**src/rtl/legv8_fetch_pkg.sv**
```systemverilog
// Shared fetch-stage definitions: PC stage select codes, instruction width and the
// fetch ring entry layout.
package legv8_fetch_pkg;

   localparam logic [1:0] PS_HOLD = 2'b00;
   localparam logic [1:0] PS_INC  = 2'b01;
   localparam logic [1:0] PS_LOAD = 2'b10;
   localparam logic [1:0] PS_BR   = 2'b11;

   localparam int INST_W = 32;
   localparam int PC_W   = 64;

   typedef struct packed {
      logic [PC_W-1:0]   pc;
      logic [INST_W-1:0] data;
      logic              filled;
   } entry_t;

endpackage

```
**src/rtl/fetch_ring.sv**
```systemverilog
// Fetch ring: slots allocated in request order, filled in response order, drained at rd.
// No bypass: a fill is visible at the head the cycle after it is written; flush clears everything.
module fetch_ring #(
   parameter int DEPTH  = 4,
   parameter int ADDR_W = 64,
   parameter int DATA_W = 32,
   localparam int PW    = $clog2(DEPTH)
) (
   input  logic              clock,
   input  logic              reset,
   input  logic              flush,
   input  logic              alloc_en,
   input  logic [ADDR_W-1:0] alloc_pc,
   input  logic              fill_en,
   input  logic [DATA_W-1:0] fill_data,
   input  logic              deq_en,
   output logic [PW:0]       occ,
   output logic [PW:0]       unfilled,
   output logic              head_filled,
   output logic [DATA_W-1:0] head_data,
   output logic [ADDR_W-1:0] head_pc
);

   logic [ADDR_W-1:0] pc_q   [DEPTH];
   logic [DATA_W-1:0] data_q [DEPTH];
   logic [DEPTH-1:0]  filled_q;
   // alloc/fill carry an extra wrap bit so alloc-fill distinguishes empty from all-unfilled
   logic [PW:0]       alloc_q, fill_q;
   logic [PW-1:0]     rd_q;
   logic [PW:0]       occ_q;

   always_ff @(posedge clock) begin
      if (!reset) begin
         alloc_q  <= '0;
         fill_q   <= '0;
         rd_q     <= '0;
         occ_q    <= '0;
         filled_q <= '0;
         for (int i = 0; i < DEPTH; i++) begin
            pc_q[i]   <= '0;
            data_q[i] <= '0;
         end
      end else if (flush) begin
         alloc_q  <= '0;
         fill_q   <= '0;
         rd_q     <= '0;
         occ_q    <= '0;
         filled_q <= '0;
      end else begin
         // alloc, fill and deq always address distinct slots, so the writes never collide
         if (alloc_en) begin
            pc_q[alloc_q[PW-1:0]]     <= alloc_pc;
            filled_q[alloc_q[PW-1:0]] <= 1'b0;
            alloc_q                   <= alloc_q + 1'b1;
         end
         if (fill_en) begin
            data_q[fill_q[PW-1:0]]   <= fill_data;
            filled_q[fill_q[PW-1:0]] <= 1'b1;
            fill_q                   <= fill_q + 1'b1;
         end
         if (deq_en) begin
            filled_q[rd_q] <= 1'b0;
            rd_q           <= rd_q + 1'b1;
         end
         if (alloc_en && !deq_en)
            occ_q <= occ_q + 1'b1;
         else if (!alloc_en && deq_en)
            occ_q <= occ_q - 1'b1;
      end
   end

   assign occ         = occ_q;
   assign unfilled    = alloc_q - fill_q;
   assign head_filled = filled_q[rd_q];
   assign head_data   = data_q[rd_q];
   assign head_pc     = pc_q[rd_q];

endmodule

```
**src/rtl/instruction_fetch_queue.sv**
```systemverilog
// In-order instruction fetch: issues imem reads at pc_in, steers the PC, buffers tagged
// instructions toward decode; grant-to-inst_valid is 2 cycles, issue stalls when the ring is full.
module instruction_fetch_queue #(
   parameter int DEPTH  = 4,
   parameter int ADDR_W = 64,
   parameter int INST_W = 32
) (
   input  logic              clock,
   input  logic              reset,
   input  logic [ADDR_W-1:0] pc_in,
   output logic [1:0]        ps_out,
   input  logic              redirect,
   output logic              imem_req,
   output logic [ADDR_W-1:0] imem_addr,
   input  logic              imem_gnt,
   input  logic              imem_rvalid,
   input  logic [INST_W-1:0] imem_rdata,
   output logic              inst_valid,
   output logic [INST_W-1:0] inst,
   output logic [ADDR_W-1:0] inst_pc,
   input  logic              inst_ready,
   output logic              err
);
   import legv8_fetch_pkg::*;

   localparam int          PW     = $clog2(DEPTH);
   localparam logic [PW:0] DEPTH_C = (PW+1)'(DEPTH);

   logic [PW:0] occ, unfilled, discard_q, discard_sum;
   logic        grant, fill_en, deq_en, head_filled, err_q;

   // issue depends only on registered occupancy, never on inst_ready
   assign imem_req  = reset & ~redirect & (occ < DEPTH_C);
   assign imem_addr = pc_in;
   assign grant     = imem_req & imem_gnt;

   always_comb begin
      ps_out = PS_HOLD;
      if (!reset)        ps_out = PS_HOLD;
      else if (redirect) ps_out = PS_LOAD;
      else if (grant)    ps_out = PS_INC;
   end

   assign fill_en    = imem_rvalid & ~redirect & (discard_q == '0) & (unfilled != '0);
   assign inst_valid = reset & head_filled;
   assign deq_en     = inst_valid & inst_ready;

   assign discard_sum = discard_q + unfilled;

   always_ff @(posedge clock) begin
      if (!reset) begin
         discard_q <= '0;
         err_q     <= 1'b0;
      end else if (redirect) begin
         // outstanding old-stream responses become discards; one arriving now is consumed here
         if (imem_rvalid) begin
            if (discard_sum == '0) err_q <= 1'b1;
            else                   discard_q <= discard_sum - 1'b1;
         end else begin
            discard_q <= discard_sum;
         end
      end else if (imem_rvalid) begin
         if (discard_q != '0)       discard_q <= discard_q - 1'b1;
         else if (unfilled == '0)   err_q <= 1'b1;
      end
   end

   assign err = err_q;

   fetch_ring #(
      .DEPTH (DEPTH),
      .ADDR_W(ADDR_W),
      .DATA_W(INST_W)
   ) u_ring (
      .clock      (clock),
      .reset      (reset),
      .flush      (redirect),
      .alloc_en   (grant),
      .alloc_pc   (pc_in),
      .fill_en    (fill_en),
      .fill_data  (imem_rdata),
      .deq_en     (deq_en),
      .occ        (occ),
      .unfilled   (unfilled),
      .head_filled(head_filled),
      .head_data  (inst),
      .head_pc    (inst_pc)
   );

endmodule

```
**config.mk**
```make
export PLATFORM = sky130hd
export DESIGN_NAME = instruction_fetch_queue
export DESIGN_NICKNAME = d
export VERILOG_FILES = /design/src/rtl/legv8_fetch_pkg.sv /design/src/rtl/fetch_ring.sv /design/src/rtl/instruction_fetch_queue.sv
export SDC_FILE = /design/constraint.sdc
export NUM_CORES = 1
export LEC_CHECK = 0
export ABC_AREA = 1
export BUFFER_PORTS_ARGS = -buffer_cell sky130_fd_sc_hd__buf_4
export CORE_UTILIZATION = 35
export DETAILED_ROUTE_END_ITERATION = 6
export PLACE_DENSITY = 0.55
export SYNTH_ARGS = -nofsm -noshare
export SYNTH_HDL_FRONTEND = slang
export SYNTH_SLANG_ARGS = --single-unit
```
**constraint.sdc**
```tcl
create_clock -name clock -period 7.45 [get_ports clock]
set_input_delay 0.3725 -clock clock [delete_from_list [all_inputs] [get_ports clock]]
set_output_delay 0.3725 -clock clock [all_outputs]
set_load 0.02 [all_outputs]
```
==> metrics <==
Syn-to-layout area delta 17.71%; Detailed Route WL 48.29 mm; vias 13094; synth unique cells 33; crit-path cells inv_6, buf_4, o21ai_0, o22ai_1, buf_4; Slew @ Worst Pin 1030 ps; placed inst area 20580 um2; post-synth top area share 61.98%; post_cts resized 0; Reg area 11960 um2; initial antenna violation count 0; Net count, final 2018; Die Y 232.6 um; Final Instance Area 21900 um2; clock sinks 405; Post-CTS Setup Inserts 0; Inserted Diodes 0; P_leak 8.894 nW; clock group share of total power 40.0%; multi-input logic area 5124 um2; fraction of layout cells with a size suffix above 1 21.68%; CP Class flop to output pin; CTS H-Tree Depth 2; Mapped Nets 1869; Netlist Area Pre-Place 18610 um2; MaxCap Viol Count 0; CP max FO 97; hold crit path type input port to flop; number of CTS-inserted buffers 44; Final Hold Viols 0; most frequent cells in the layout 510 x nor2_1, 384 x edfxtp_1, 284 x buf_4; register area share after synthesis 64.24%; maximum single-stage delay on the critical path 870 ps; Setup crit start kind flop; root buf cell clkbuf_16; total global routing overflow 0; GRT Overall Usage 17.50%; initial core utilization 35.40%; DIE WIDTH 232.6 um; number of synthesized register bits 405; outcome completed; Skew-Pair Late Insertion Delay 580 ps; Layout Utilization 41.68%; post-DP HPWL 28.08 mm; yosys warns 0; CTS clk-pin slew, worst paths 60 ps; core area 52550 um2; Die ar. 54080 um2; first-pass GRT wire length 72.91 mm; DRC viols 0; Mapped Avg Cell Area 10.66 um2; RSZ-0062 raised after global routing no; EDFF count, synth 384; final period utilization 49.89%; final max-slew violation count 0; asr flop ratio synth 0%; Final ANT Viol Nets 0; power consumption 5.093 mW; Worst slew margin 31.36%; PwrDens 232.5 nW/um2; CTS tree yes; largest cells by area after synthesis edfxtp_1 62%, nor2_1 10%, o21ai_0 5.6%; IO Count 267; switching share of power 23.53%; switching pwr 1.198 mW; DR WL/cell 18.50 um; most used cell, CP buf_4; Fmax achieved 269.0 MHz; vias in the first global route 12700; CTS Buffer Depth 3; Crit. End Element output pin; Post-CTS Hold Buffers 0; pin count of the biggest net entering global routing 98; Cell Rows 84; Filler cells 5113; area leader, netlist edfxtp_1; VDD IR-drop max 0.1179 mV; sequential share of power 51.7%; Synth Instances 1745; Arr. time, crit path 3340 ps; Slowest-stage cell, CP buf_4; most common cell after layout, fill and taps aside nor2_1; Initial DRT Pass Iterations 5; post-route setup TNS 0 ps; Cell Int Power 3.894 mW; Placed Cells 2536; dominant synthesized flop cell edfxtp_1; Tmin final 3717 ps; DRT iter0 DRCs 817; Worst EP required 7080 ps; Via-to-Cell Ratio 5.015; Setup-failing EPs final 0; Fin Clk Skew 37.48 ps; Comb pwr share 8.3%; Final Instance Count excl. Fillers 2611; I/O Buffers 266; GPL Wtd Cong 0.7867
==> area by class of cell <==
cell class                      instances  area share (%)
Clock buffer                           59           5.382
Clock inverter                         16          0.6627
Inverter                              132           2.285
Multi-Input combinational cell       1027           23.39
Sequential cell                       405           54.61
Tap cell                              688           3.931
Timing Repair Buffer                  284           9.735
==> worst max-delay path: cells and delay by family (launching register included) <==
kind | cells | cell delay [ps]
compound gates | 2 | 520
flops | 1 | 530
buf+inv | 3 | 1680
==> synthesized netlist by cell type, types with 16 or more instances <==
| cell type | n |
|---|---|
| o21ai_0 | 210 |
| nor3_1 | 48 |
| buf_6 | 16 |
| ha_1 | 19 |
| inv_1 | 127 |
| buf_2 | 18 |
| nand2_1 | 52 |
| edfxtp_1 | 384 |
| buf_4 | 72 |
| clkbuf_1 | 73 |
| nor2_1 | 510 |
| dfxtp_1 | 21 |
| nor3_2 | 48 |
| o22ai_1 | 97 |
==> routing by layer <==
metal	vias up	global-route usage (%)	wire [um]
met5	-	0	0
met4	0	3.554	678
met3	49	3.615	3050
met2	380	29.72	23850
met1	6451	22.98	20720
li1	6214	-	-
==> flip-flops by register name, summed over array words and instances, names as in the netlist, named ones only <==
name	cells
u_ring.data_q	128
u_ring.occ	3
u_ring.fill_q	3
u_ring.filled_q	4
u_ring.pc_q	256
discard_q	3
err	1
u_ring.alloc_q	3
u_ring.rd_q	2
==> logic make-up (layout without fill, tap and decap cells) <==
kind of cell               count (synthesis)  count (layout)  synth area share [%]
AOI/OAI and AO/OA                        324             324                 9.415
xor gates and xnor gates                   3               3                0.1412
adders and majority gates                 22              22                 1.601
buffers and inverters                    313             491                 8.534
DFF                                      405             405                 64.24
and+or+nand+nor                          678             678                 16.07
==> through the flow <==
stage / setup WS [ps] / hold WS (ps)
floorplan: 1051 / 449.3
global placement: 3651 / 462.6
detailed placement: 3555 / 469.5
CTS: 3636 / 128.2
global route: 3464 / 141.6
finish: 3733 / 154.7
==> final timing paths <==
check	start	to	slack, ps	cells after the start
worst max register to register	u_ring.alloc_q[0]$_SDFFE_PP0N_	u_ring.data_q[1][8]$_SDFFCE_PN0P_	3860	12
worst max-delay path	flop	inst[0]	3730	5
worst min-delay path	imem_rdata[19]	u_ring.data_q[3][19]$_DFFE_PP_	150	3
worst min register to register	u_ring.occ[1]$_SDFFE_PP0P_	u_ring.occ[1]$_SDFFE_PP0P_	470	2
==> power groups by stage <==
stage	Combinational, mW	Sequential, mW	Clock [mW]
floorplan	0.245	2.68	0
global placement	0.427	2.68	0
detailed placement	0.432	2.68	0
CTS	0.433	2.63	2.08
global route	0.460	2.64	2.17
finish	0.424	2.63	2.04
Note: power is estimated with default switching activity, not from simulation.
